==> src/rtl/mux4_rr_arbiter.sv <==
// Four valid/ready requesters share a 4:1 mux, round-robin arbitrated into one registered output stage.
// Optional burst locking (in_last/out_last) is enabled by defining MUX4_ARB_BURST_EN.
module mux4_rr_arbiter #(
    parameter int WIDTH = 16
) (
    input  logic             clk,
    input  logic             rst_n,
    input  logic [3:0]       in_valid,
    input  logic [WIDTH-1:0] in_data0,
    input  logic [WIDTH-1:0] in_data1,
    input  logic [WIDTH-1:0] in_data2,
    input  logic [WIDTH-1:0] in_data3,
`ifdef MUX4_ARB_BURST_EN
    input  logic [3:0]       in_last,
`endif
    output logic [3:0]       in_ready,
    output logic             out_valid,
    output logic [WIDTH-1:0] out_data,
    output logic [1:0]       out_src,
`ifdef MUX4_ARB_BURST_EN
    output logic             out_last,
`endif
    input  logic             out_ready
);

    typedef enum logic {
        EMPTY = 1'b0,
        FULL  = 1'b1
    } state_t;

    state_t           state;
    state_t           state_next;
    logic [1:0]       last_grant;
    logic [1:0]       rr_grant;
    logic             rr_found;
    logic [1:0]       grant;
    logic             req_ok;
    logic             space;
    logic             grant_any;
    logic [WIDTH-1:0] mux_out;

    assign out_valid = (state == FULL);
    assign space     = (state == EMPTY) || out_ready;

    // Search starts one past the last winner and wraps, so offset 4 revisits last_grant itself.
    always_comb begin
        rr_grant = last_grant;
        rr_found = 1'b0;
        for (int k = 1; k <= 4; k++) begin
            if (!rr_found && in_valid[last_grant + 2'(k)]) begin
                rr_grant = last_grant + 2'(k);
                rr_found = 1'b1;
            end
        end
    end

`ifdef MUX4_ARB_BURST_EN
    logic locked;

    // While locked the burst owner is always last_grant, so it is reused as the lock index.
    assign grant  = locked ? last_grant : rr_grant;
    assign req_ok = locked ? in_valid[last_grant] : rr_found;
`else
    assign grant  = rr_grant;
    assign req_ok = rr_found;
`endif

    assign grant_any = rst_n && req_ok && space;

    always_comb begin
        in_ready = 4'b0000;
        if (grant_any) begin
            in_ready[grant] = 1'b1;
        end
    end

    always_comb begin
        case (grant)
            2'd0:    mux_out = in_data0;
            2'd1:    mux_out = in_data1;
            2'd2:    mux_out = in_data2;
            default: mux_out = in_data3;
        endcase
    end

    always_comb begin
        state_next = state;
        case (state)
            EMPTY: begin
                if (grant_any) begin
                    state_next = FULL;
                end
            end
            FULL: begin
                if (out_ready && !grant_any) begin
                    state_next = EMPTY;
                end
            end
            default: state_next = EMPTY;
        endcase
    end

    always_ff @(posedge clk) begin
        if (!rst_n) begin
            state      <= EMPTY;
            out_data   <= '0;
            out_src    <= 2'd0;
            last_grant <= 2'd3;
        end else begin
            state <= state_next;
            if (grant_any) begin
                out_data   <= mux_out;
                out_src    <= grant;
                last_grant <= grant;
            end
        end
    end

`ifdef MUX4_ARB_BURST_EN
    always_ff @(posedge clk) begin
        if (!rst_n) begin
            locked   <= 1'b0;
            out_last <= 1'b0;
        end else if (grant_any) begin
            locked   <= !in_last[grant];
            out_last <= in_last[grant];
        end
    end
`endif

endmodule

==> config.mk <==
export PLATFORM = sky130hd
export DESIGN_NAME = mux4_rr_arbiter
export DESIGN_NICKNAME = d
export VERILOG_FILES = /design/src/rtl/mux4_rr_arbiter.sv
export SDC_FILE = /design/constraint.sdc
export NUM_CORES = 1
export LEC_CHECK = 0
export ABC_AREA = 1
export CORE_MARGIN = 3
export CORE_UTILIZATION = 36
export CTS_BUF_LIST = sky130_fd_sc_hd__clkbuf_16
export DETAILED_ROUTE_END_ITERATION = 8
export PLACE_DENSITY = 0.76
export SLEW_MARGIN = 20
export SYNTH_ARGS = -nofsm -noshare
export SYNTH_HDL_FRONTEND = slang
export SYNTH_SLANG_ARGS = --single-unit
==> constraint.sdc <==
create_clock -name clk -period 1.72 [get_ports clk]
set_input_delay 0.172 -clock clk [delete_from_list [all_inputs] [get_ports clk]]
set_output_delay 0.172 -clock clk [all_outputs]
set_load 0.03 [all_outputs]
# --- Yosys cells after proc, flatten, opt, wreduce, memory -nomap -nowiden ---
# Index checks and enable logic that the tools add are counted.
op_classes:
  muxes: 23
  order_cmp: 6
  eq_ne: 2
  n_bitwise: 1
  add_sub_neg: 3
  n_reduce_logical: 13
ops:
  columns: ["cell", "count"]
  rows:
  - ["$pmux 16 s3", 1]
  - ["$lt 2x3->1 const B", 5]
  - ["$mux 1", 11]
  - ["$bmux 1 s2", 4]
  - ["$mux 2", 4]
  - ["$logic_and 1x1->1", 7]
  - ["$add 2x2->2 const B", 2]
  - ["$logic_not 1->1", 4]
  - ["$mux 4", 1]
  - ["$add 2x1->2 const B", 1]
  - ["$demux 1 s2", 1]
  - ["$eq 2x1->1 const B", 1]
  - ["$eq 2x2->1 const B", 1]
  - ["$ge 2x1->1 const B", 1]
  - ["$logic_not 2->1", 1]
  - ["$pmux 1 s2", 1]
  - ["$logic_or 1x1->1", 1]
  - ["$not 1->1", 1]
word_totals:
  inputBits: 71
  wordCells: 52
  ff_bits: 21

# --- Depth between registers and ports, before layout ---
# Gate-level depths: netlist of the first run.
depth:
  word_depth: 19
  mapped_depth: 15
  depth_no_buf: 14

# --- Least setup slack after synthesis of the first run ---
# No wires, ideal clock.
synth_path:
  path_kind: "reg-to-output"
  start: "register last_grant[0]"
  end: "output in_ready[0]"
  t_arrival_ns: 2.074
  stages_incl_launch_ff: 11
  t_required_ns: 1.548
  path_slack_ns: -0.526
  path_cell_list: "dfxtp_1 buf_4 nand2_1 nand2_2 nand2_2 nand2_4 or2_4 nand3_4 nand2_4 buf_4 nor3_1"
synth_between:
  elab_chain_len: 18
  elab_cells_between_ends: 33
  cone_classes: "add/sub: 3; order compare: 2; mux: 19; reduce/logical: 9"
synth_rtl:
  columns: ["element", "line_no", "rtl"]
  rows:
  - ["from (decl)", "33", "logic [1:0] last_grant;"]
  - ["from (signal assigned)", "114", "last_grant <= grant;"]
  - ["$add 2x1->2", "50, 51", null]
  - ["$bmux 1 s2", "50", "if (!rr_found && in_valid[last_grant + 2'(k)]) begin"]
  - ["$mux 1 (not written as such)", "50", null]
  - ["$mux 1", "50", null]
  - ["$logic_not 1->1", "50", null]
  - ["$logic_and 1x1->1", "50", null]
  - ["$mux 1", "50", null]
  - ["$logic_not 1->1", "50", null]
  - ["[... 2 more ...]", null, null]
  - ["$logic_not 1->1", "50", null]
  - ["$logic_and 1x1->1", "50", null]
  - ["$mux 2", "50", null]
  - ["$lt 2x3->1 (not written as such) or $ge 2x1->1 (tied branches)", "73", "in_ready[grant] = 1'b1;"]
  - ["$logic_and 1x1->1 (not written as such)", "73", null]
  - ["$mux 1 (not written as such)", "73", null]
  - ["$demux 1 s2", "73", null]
  - ["$mux 4 (*)", "72", "if (grant_any) begin"]
  - ["to (decl)", "16", "output logic [3:0] in_ready,"]
# Mark *: on every way between the ends. The rest lies on a longest branch, timed or not. The select of a mux whose other input is x is not followed.

# --- Worst setup path in the final report of the first run ---
layout_path:
  start: "register last_grant[1]"
  end: "register out_data[8]"
layout_between:
  elab_chain_len: 15
  elab_cells_between_ends: 31
  cone_classes: "add/sub: 3; eq/ne: 2; mux: 17; reduce/logical: 9"
layout_rtl:
  columns: ["element", "line_no", "rtl"]
  rows:
  - ["$add 2x1->2", "50, 51", null]
  - ["$bmux 1 s2", "50", null]
  - ["$mux 1 (not written as such)", "50", null]
  - ["$mux 1", "50", null]
  - ["$logic_not 1->1", "50", null]
  - ["$logic_and 1x1->1", "50", null]
  - ["$mux 1", "50", null]
  - ["$logic_not 1->1", "50", null]
  - ["$logic_and 1x1->1", "50", null]
  - ["$mux 1", "50", null]
  - ["$logic_not 1->1", "50", null]
  - ["$logic_and 1x1->1", "50", null]
  - ["$mux 2 or $mux 1 (tied branches)", "50", null]
  - ["$eq 2x2->1 (tied with other cells)", "78", "case (grant)"]
  - ["$pmux 16 s3 or $logic_and 1x1->1 (tied branches)", "78, 68", null]
  - ["to (signal assigned)", "112", "out_data <= mux_out;"]
  - ["to (decl)", "18", "output logic [WIDTH-1:0] out_data,"]
# Several ways; a longest one is shown, not always the timed one. The select of a mux whose other input is x is not followed.
# A chain may end at the register's enable or synchronous reset.

==> reports/qor.txt, run 1 <==
Status = finished, violations left
Failing checks = setup timing
FF-to-FF setup slack = -420 ps
Routability cong. = 0.833
Yosys cell types = 27
Unrepaired setup endpoints after global routing = yes
Max Used Layer = met4
Initial DRC count = 222
ANT nets after route = 0
Chip Width = 75.7 um
Syn_area_per_cell = 6.32 um^2
# rows = 24
Vias in the first global route = 2193
Fin Hold WS = 462 ps
CP max FO = 11
Synthesized net count = 348
Worst Skew = 2.57 ps
Die Ht = 75.7 um
Residual DRC = 0
Synth Instances = 277
Post-synthesis sequential area ratio = 24.0%
Worst Hold Depth = 2
H-tree levels = 1
Starting density of the core = 38.6%
Pleak = 1.47 nW
DR vias/cell = 5.42
Clock Path Buffers = 2
Final-report max-slew violation count = 0
Vias = 2518
Hold EP = out_src[1]
Tightest Hold Check Type = register to register
Synth top area cells = dfxtp_1, nand2_1, nand3_1
Core Area = 4530 um^2
Reg2reg start = last_grant[1]
Syn Std Cell Area = 1750 um^2
Count leader, synth = nand2_1
DIE AREA = 5740 um^2
Final period util = 125%
Switch share = 50.8%
Final WL = 7570 um
DR pass1 iterations = 5
Crit. End Element = register
Finish-stage setup viols = 24
Post-synth EDFFs = 0
Final Instance Area = 3430 um^2
Synth Area in Simple Gates = 48.7%
Port Buffers = 93
Met3 wire len = 643 um
Worst Reg-to-Reg Cells = 16
Peak VDD IR = 0.00149 V
Required time worst endpoint = 1880 ps
Synth Area in Adders = 0%
TritonCTS sink count = 21
Final layout net count = 472
Aggregate global routing overflow = 0
Reg power frac = 9.8%
Setup tns final = -7200 ps
R2r endpoint = out_data[8]
Synth Area in XOR/XNOR = 0%
Clock Power Share = 5.6%
Post-DP Area = 2950 um^2
#FFs+latches synth = 21
Share of cells above drive strength 1 = 30.5%
CP Launch Type = register
Post-synth ARST share = 0%
Met1 Wirelength = 2870 um
CTS tree = yes
Initial antenna violation count = 0
Top Ports = 94
CP Class = register to register
FILL cells = 312
Global-route wire length before repair = 10100 um
CTS Buf Count = 3
Post-layout minimum cycle time = 2140 ps
# diodes = 0
Main combinational cell family by area after synthesis = simple AND/OR/NAND/NOR gates
Area Growth Syn to Fin = 95.7%
Dpl cells = 443
Critical Path AT = 2300 ps
Largest net degree at the start of global routing = 20
Gr usage total = 22.9%
Cell Int Power = 4.63 mW
Combinational Power Share = 84.6%
Clock root buffer master = clkbuf_16
Ys flop type = dfxtp_1
YS warnings = 0
NetSw = 4.78 mW
Synth top area share = 24.0%
Rel. slew slack = 73.4%
Post-synth top cells = nand2_1, nand3_1, dfxtp_1
DP HPWL = 4530 um
Max Clock Freq = 466 MHz
Non-Filler Instances = 465
Skew-Pair Late Insertion Delay = 260 ps
Hold path start = out_src[1]
Setup ws final = -424 ps
Compound-cell area share of the yosys netlist = 14.7%
Biggest area consumer among synthesized cells = dfxtp_1
Routed WL per cell = 16.3 um
Pre-CTS worst setup slack = -410 ps
Max-cap viol count = 0
PwrDens = 2750 nW/um^2
Worst-path clk slew = 60 ps
Multiplexer share of the synthesized area = 0%
Final count of hold timing violations = 0
DR WL met2 = 3720 um
Slew at the pin closest to its max-slew limit = 398 ps
Post-cts hold buffer count = 0
logic make-up (layout without fill, tap and decap cells):
family | Yosys count | after routing
AO/OA/AOI/OAI | 42 | 42
buffers and inverters | 45 | 168
flip-flops | 21 | 21
AND/OR/NAND/NOR | 169 | 169
state kept, by name, indices dropped and copies added, names as in the netlist:
name and flops:
out_valid 1, out_data 16, last_grant 2, out_src 2
routing by layer:
layer | track usage [%] | up-vias
li1 | - | 1167
met1 | 28.0 | 1148
met2 | 40.2 | 160
met3 | 3.96 | 43
met4 | 8.35 | 0
met5 | 0 | -
how the worst max path moves through the flow:
stage | end | slack [ps] | start
2_1_floorplan | in_ready[0] | -80 | last_grant[0]
3_3_place_gp | out_data[1] | -350 | in_valid[0]
3_5_place_dp | out_data[5] | -410 | in_valid[0]
4_1_cts | in_ready[0] | -340 | last_grant[0]
5_1_grt | in_ready[0] | -500 | last_grant[0]
6_report | out_data[8] | -420 | last_grant[1]
metrics by stage:
stage                     utilization [%]  power, mW
after floorplan                         -       5.21
after global placement               65.1       6.65
after detailed placement             65.1       6.74
after CTS                            71.3       8.29
after global routing                 75.6       9.98
final                                75.6       9.41
layout make-up:
cell class                      instances  area (um^2)  area share, %
Timing Repair Buffer                  137         1400           40.9
Tap cell                               65         81.3           2.37
Multi-Input combinational cell        211         1320           38.6
Sequential cell                        21          428           12.5
Inverter                               27          114           3.32
Clock buffer                            3         75.1           2.19
Clock inverter                          1         5.00          0.146
timing repair:
action | 4_1_cts | 5_1_grt
gates cloned | 0 | 1
endpoints found under the setup margin | 24 | 24
pin swaps | 7 | 16
resized for setup | 32 | 32
setup buffers | 9 | 10
worst max-delay path, cell delays in order, from the launching register on:
cell and delay [ps]:
dfxtp_4 410, inv_4 70, nand2_2 90, nand2_4 80
nand2_4 80, nand2_4 80, nor2_4 160, buf_6 120
nand3_4 110, nand2_8 120, buf_12 140, buf_6 140
nand3b_1 120, nand2_1 110, inv_1 70, nand2_2 80
a21oi_2 50
layout by cell type, fill, tap and decap left out, types with 2 or more instances in the layout:
cell	Yosys	final
buf_4	6	27
o21ai_0	14	11
o21bai_1	5	5
clkdlybuf4s50_1	0	89
a21oi_1	13	8
a21oi_2	8	12
nand2_4	2	11
buf_6	3	13
nand4_1	17	17
inv_4	0	2
nand2_2	6	20
nand2_1	90	66
dfxtp_4	0	2
clkinv_1	4	3
o21ai_1	1	4
nand3_1	28	22
dfxtp_1	21	19
inv_2	5	4
nor2_4	1	4
clkbuf_16	0	4
inv_1	18	17
nand3_4	2	3
buf_12	0	6
nand3b_1	16	16
nand3_2	1	6
power by group through the flow:
stage	clock network [mW]	registers, mW	logic [mW]
6_report	0.526	0.925	7.96
5_1_grt	0.548	0.954	8.48
4_1_cts	0.526	0.908	6.86
3_5_place_dp	0	0.897	5.85
3_3_place_gp	0	0.892	5.76
2_1_floorplan	0	1.27	3.94
Note: power is estimated with default switching activity, not from simulation.
==> inputs of run 2 (changes only) <==
--- a/config.mk
+++ b/config.mk
@@ -10,6 +10,7 @@
 export CORE_UTILIZATION = 36
 export CTS_BUF_LIST = sky130_fd_sc_hd__clkbuf_16
 export DETAILED_ROUTE_END_ITERATION = 8
+export HOLD_SLACK_MARGIN = 0.08
 export PLACE_DENSITY = 0.76
 export SLEW_MARGIN = 20
 export SYNTH_ARGS = -nofsm -noshare
==> results of run 2 <==
Same layout as run 1: the final DEF is identical, and so are final timing and power.
==> edit: new RTL, config.mk and constraints of run 2 <==
`WIDTH`: 16 -> 14.
--- a/src/rtl/mux4_rr_arbiter.sv
+++ b/src/rtl/mux4_rr_arbiter.sv
@@ -1,7 +1,7 @@
 // Four valid/ready requesters share a 4:1 mux, round-robin arbitrated into one registered output stage.
 // Optional burst locking (in_last/out_last) is enabled by defining MUX4_ARB_BURST_EN.
 module mux4_rr_arbiter #(
-    parameter int WIDTH = 16
+    parameter int WIDTH = 14
 ) (
     input  logic             clk,
     input  logic             rst_n,
Interface: changed (5 resized); port bits go from 94 to 84. No check against the original RTL was run, so the function may have changed too.
==> edit against run 2 <==
  * The run still ends with setup timing left
  * Hold slack better by 0.0042 ns
  * Worst setup slack better by 0.0011 ns
  * Routed wire length is 12% lower
  * Power is 2.5% lower
  * Area after synthesis is 4.1% lower
  * Sequential cell count is 2 lower
  * Sequential power is 5.8% lower
  * Cell area is 4.8% lower
  * Largest cell class unchanged
  * Highest routed layer unchanged
==> edit: results (changes against run 2) <==
stage	metric	value	unit	change
status	status	complete, but fails checks		unchanged
status	failing checks	setup timing		unchanged
sta	Final Skew	0.00414	ns	was 0.00257 ns
setup_path	FF-to-FF End	out_data[7]$_SDFFE_PN0P_		was out_data[8]$_SDFFE_PN0P_
cells_and_area	fin nets	441		was 472
grt	Total GRT Usage	22.0	%	was 22.9%
pwr	maximum VDD drop	1500	uV	was 1490 uV
cells_and_area	layout cell share with drive strength beyond 1	32.1	%	was 30.5%
pwr	Leakage	1.44	nW	was 1.47 nW
logic_synthesis	synth unique cells	22		was 27
grt	first-pass GRT wire length	9.50	mm	was 10.1 mm
sta	setup_tns	-7.03	ns	was -7.20 ns
setup_path	r2r setup slk	-0.37	ns	was -0.42 ns
logic_synthesis	largest cells by area after synthesis	dfxtp_1 (23%), nand2_1 (18%), nand3_1 (11%)		was dfxtp_1 (24%), nand2_1 (19%), nand3_1 (8.0%)
place	gp weighted congestion	0.869		was 0.833
sta	Slew HR	77.0	%	was 73.4%
sta	final setup fails	22		was 24
logic_synthesis	asr flop ratio synth	0	%	unchanged
grt	largest net degree at the start of global routing	27		was 20
drt	1st-pass router iterations	4		was 5
logic_synthesis	cells after synthesis	263		was 277
setup_path	Critical Path AT	1.97	ns	was 2.30 ns
setup_path	worst r2r path cells	17		was 16
place	PortBufs	83		was 93
place	dpl cells	405		was 443
cells_and_area	largest registers	out_data (14), last_grant (2), out_src (2)		was out_data (16), last_grant (2), out_src (2)
drt	drt total wl	6.64	mm	was 7.57 mm
sta	Setup WS post-layout	-0.423	ns	was -0.424 ns
logic_synthesis	Mapped Nets	326		was 348
setup_path	worst-path fanout max	6		was 11
setup_path	reg2reg start	last_grant[0]$_SDFFE_PN1P_		was last_grant[1]$_SDFFE_PN1P_
cells_and_area	fillcell total	306		was 312
drt	Via Count	2227		was 2518
[edit: cell count changes after synthesis, moves of 6 or more]
cell / run 2 / this run
inv_1: 18 / 24
o21ai_1: 1 / 8
nand4_1: 17 / 0
nand3_1: 28 / 38
nand2_1: 90 / 80
[edit: layer usage]
metal  part of all wire [%]  track usage (%)  routed length [um]
met5                      0                0                   0
met3                    5.2             2.57                 345
met4                    1.9             7.51                 127
met1                     39             26.4                2600
met2                     54             40.3                3560
[edit: cells by family (layout without fill, tap and decap cells)]
logic type / Yosys count / in the layout / share of synthesized area (%)
AOI/OAI and AO/OA: 36 / 36 / 13.0
buffers and inverters: 44 / 158 / 14.4
DFF: 19 / 19 / 22.7
and+or+nand+nor: 164 / 164 / 50.0
[edit: timing repair]
action,in CTS,in global routing
endpoints found under the setup margin,22,22
cloned,1,3
buffers inserted,17,3
resized for setup,28,32
pin swaps,16,12
hold buffers,0,0
[edit: how the worst max path moves through the flow]
| stage | startpoint | endpoint | slack, ns | depth (start not counted) |
|---|---|---|---|---|
| after detailed placement | in_valid[0] | out_data[7]$_SDFFE_PN0P_ | -0.43 | 13 |
| after CTS | last_grant[0]$_SDFFE_PN1P_ | in_ready[0] | -0.33 | 11 |
| after global routing | last_grant[0]$_SDFFE_PN1P_ | in_ready[3] | -0.51 | 13 |
| final | last_grant[0]$_SDFFE_PN1P_ | in_ready[3] | -0.42 | 13 |
| after floorplan | last_grant[1]$_SDFFE_PN1P_ | in_ready[0] | -0.08 | 12 |
| after global placement | in_valid[0] | out_data[10]$_SDFFE_PN0P_ | -0.33 | 13 |
[edit: area by class of cell]
cell class                 instances  area, um^2  area share (%)
tap                               52        65.1            1.99
multi-input combinational        200        1260            38.5
clock inverter                     1        3.75           0.115
timing repair buffer             124        1350            41.2
inverter                          30         129            3.95
clock buffer                       3        75.1            2.30
sequential                        19         388            11.9
[edit: metrics by stage]
step / total power [mW] / setup WS, ns / cell area [um^2]
after global placement: 6.48 / -0.328 / 2740
after detailed placement: 6.59 / -0.432 / 2740
after floorplan: 4.81 / -0.0766 / 1750
final: 9.18 / -0.423 / 3260
after CTS: 7.93 / -0.332 / 3060
after global routing: 9.83 / -0.507 / 3260
[edit: power breakdown]
group          internal [mW]  total (mW)  switching [mW]
Combinational           3.72        7.84            4.11
Clock                  0.309       0.471           0.162
Sequential             0.667       0.871           0.204
[edit: worst max-delay path: stages, from the launching register on]
cell	delay [ns]
dfxtp_4	0.38
buf_6	0.14
buf_6	0.11
nand2_2	0.05
nand3_2	0.08
nand2_4	0.12
inv_4	0.04
nor2_4	0.12
o2111ai_2	0.15
nand3_2	0.16
inv_4	0.07
nand2_4	0.11
nor2_4	0.04
buf_6	0.14
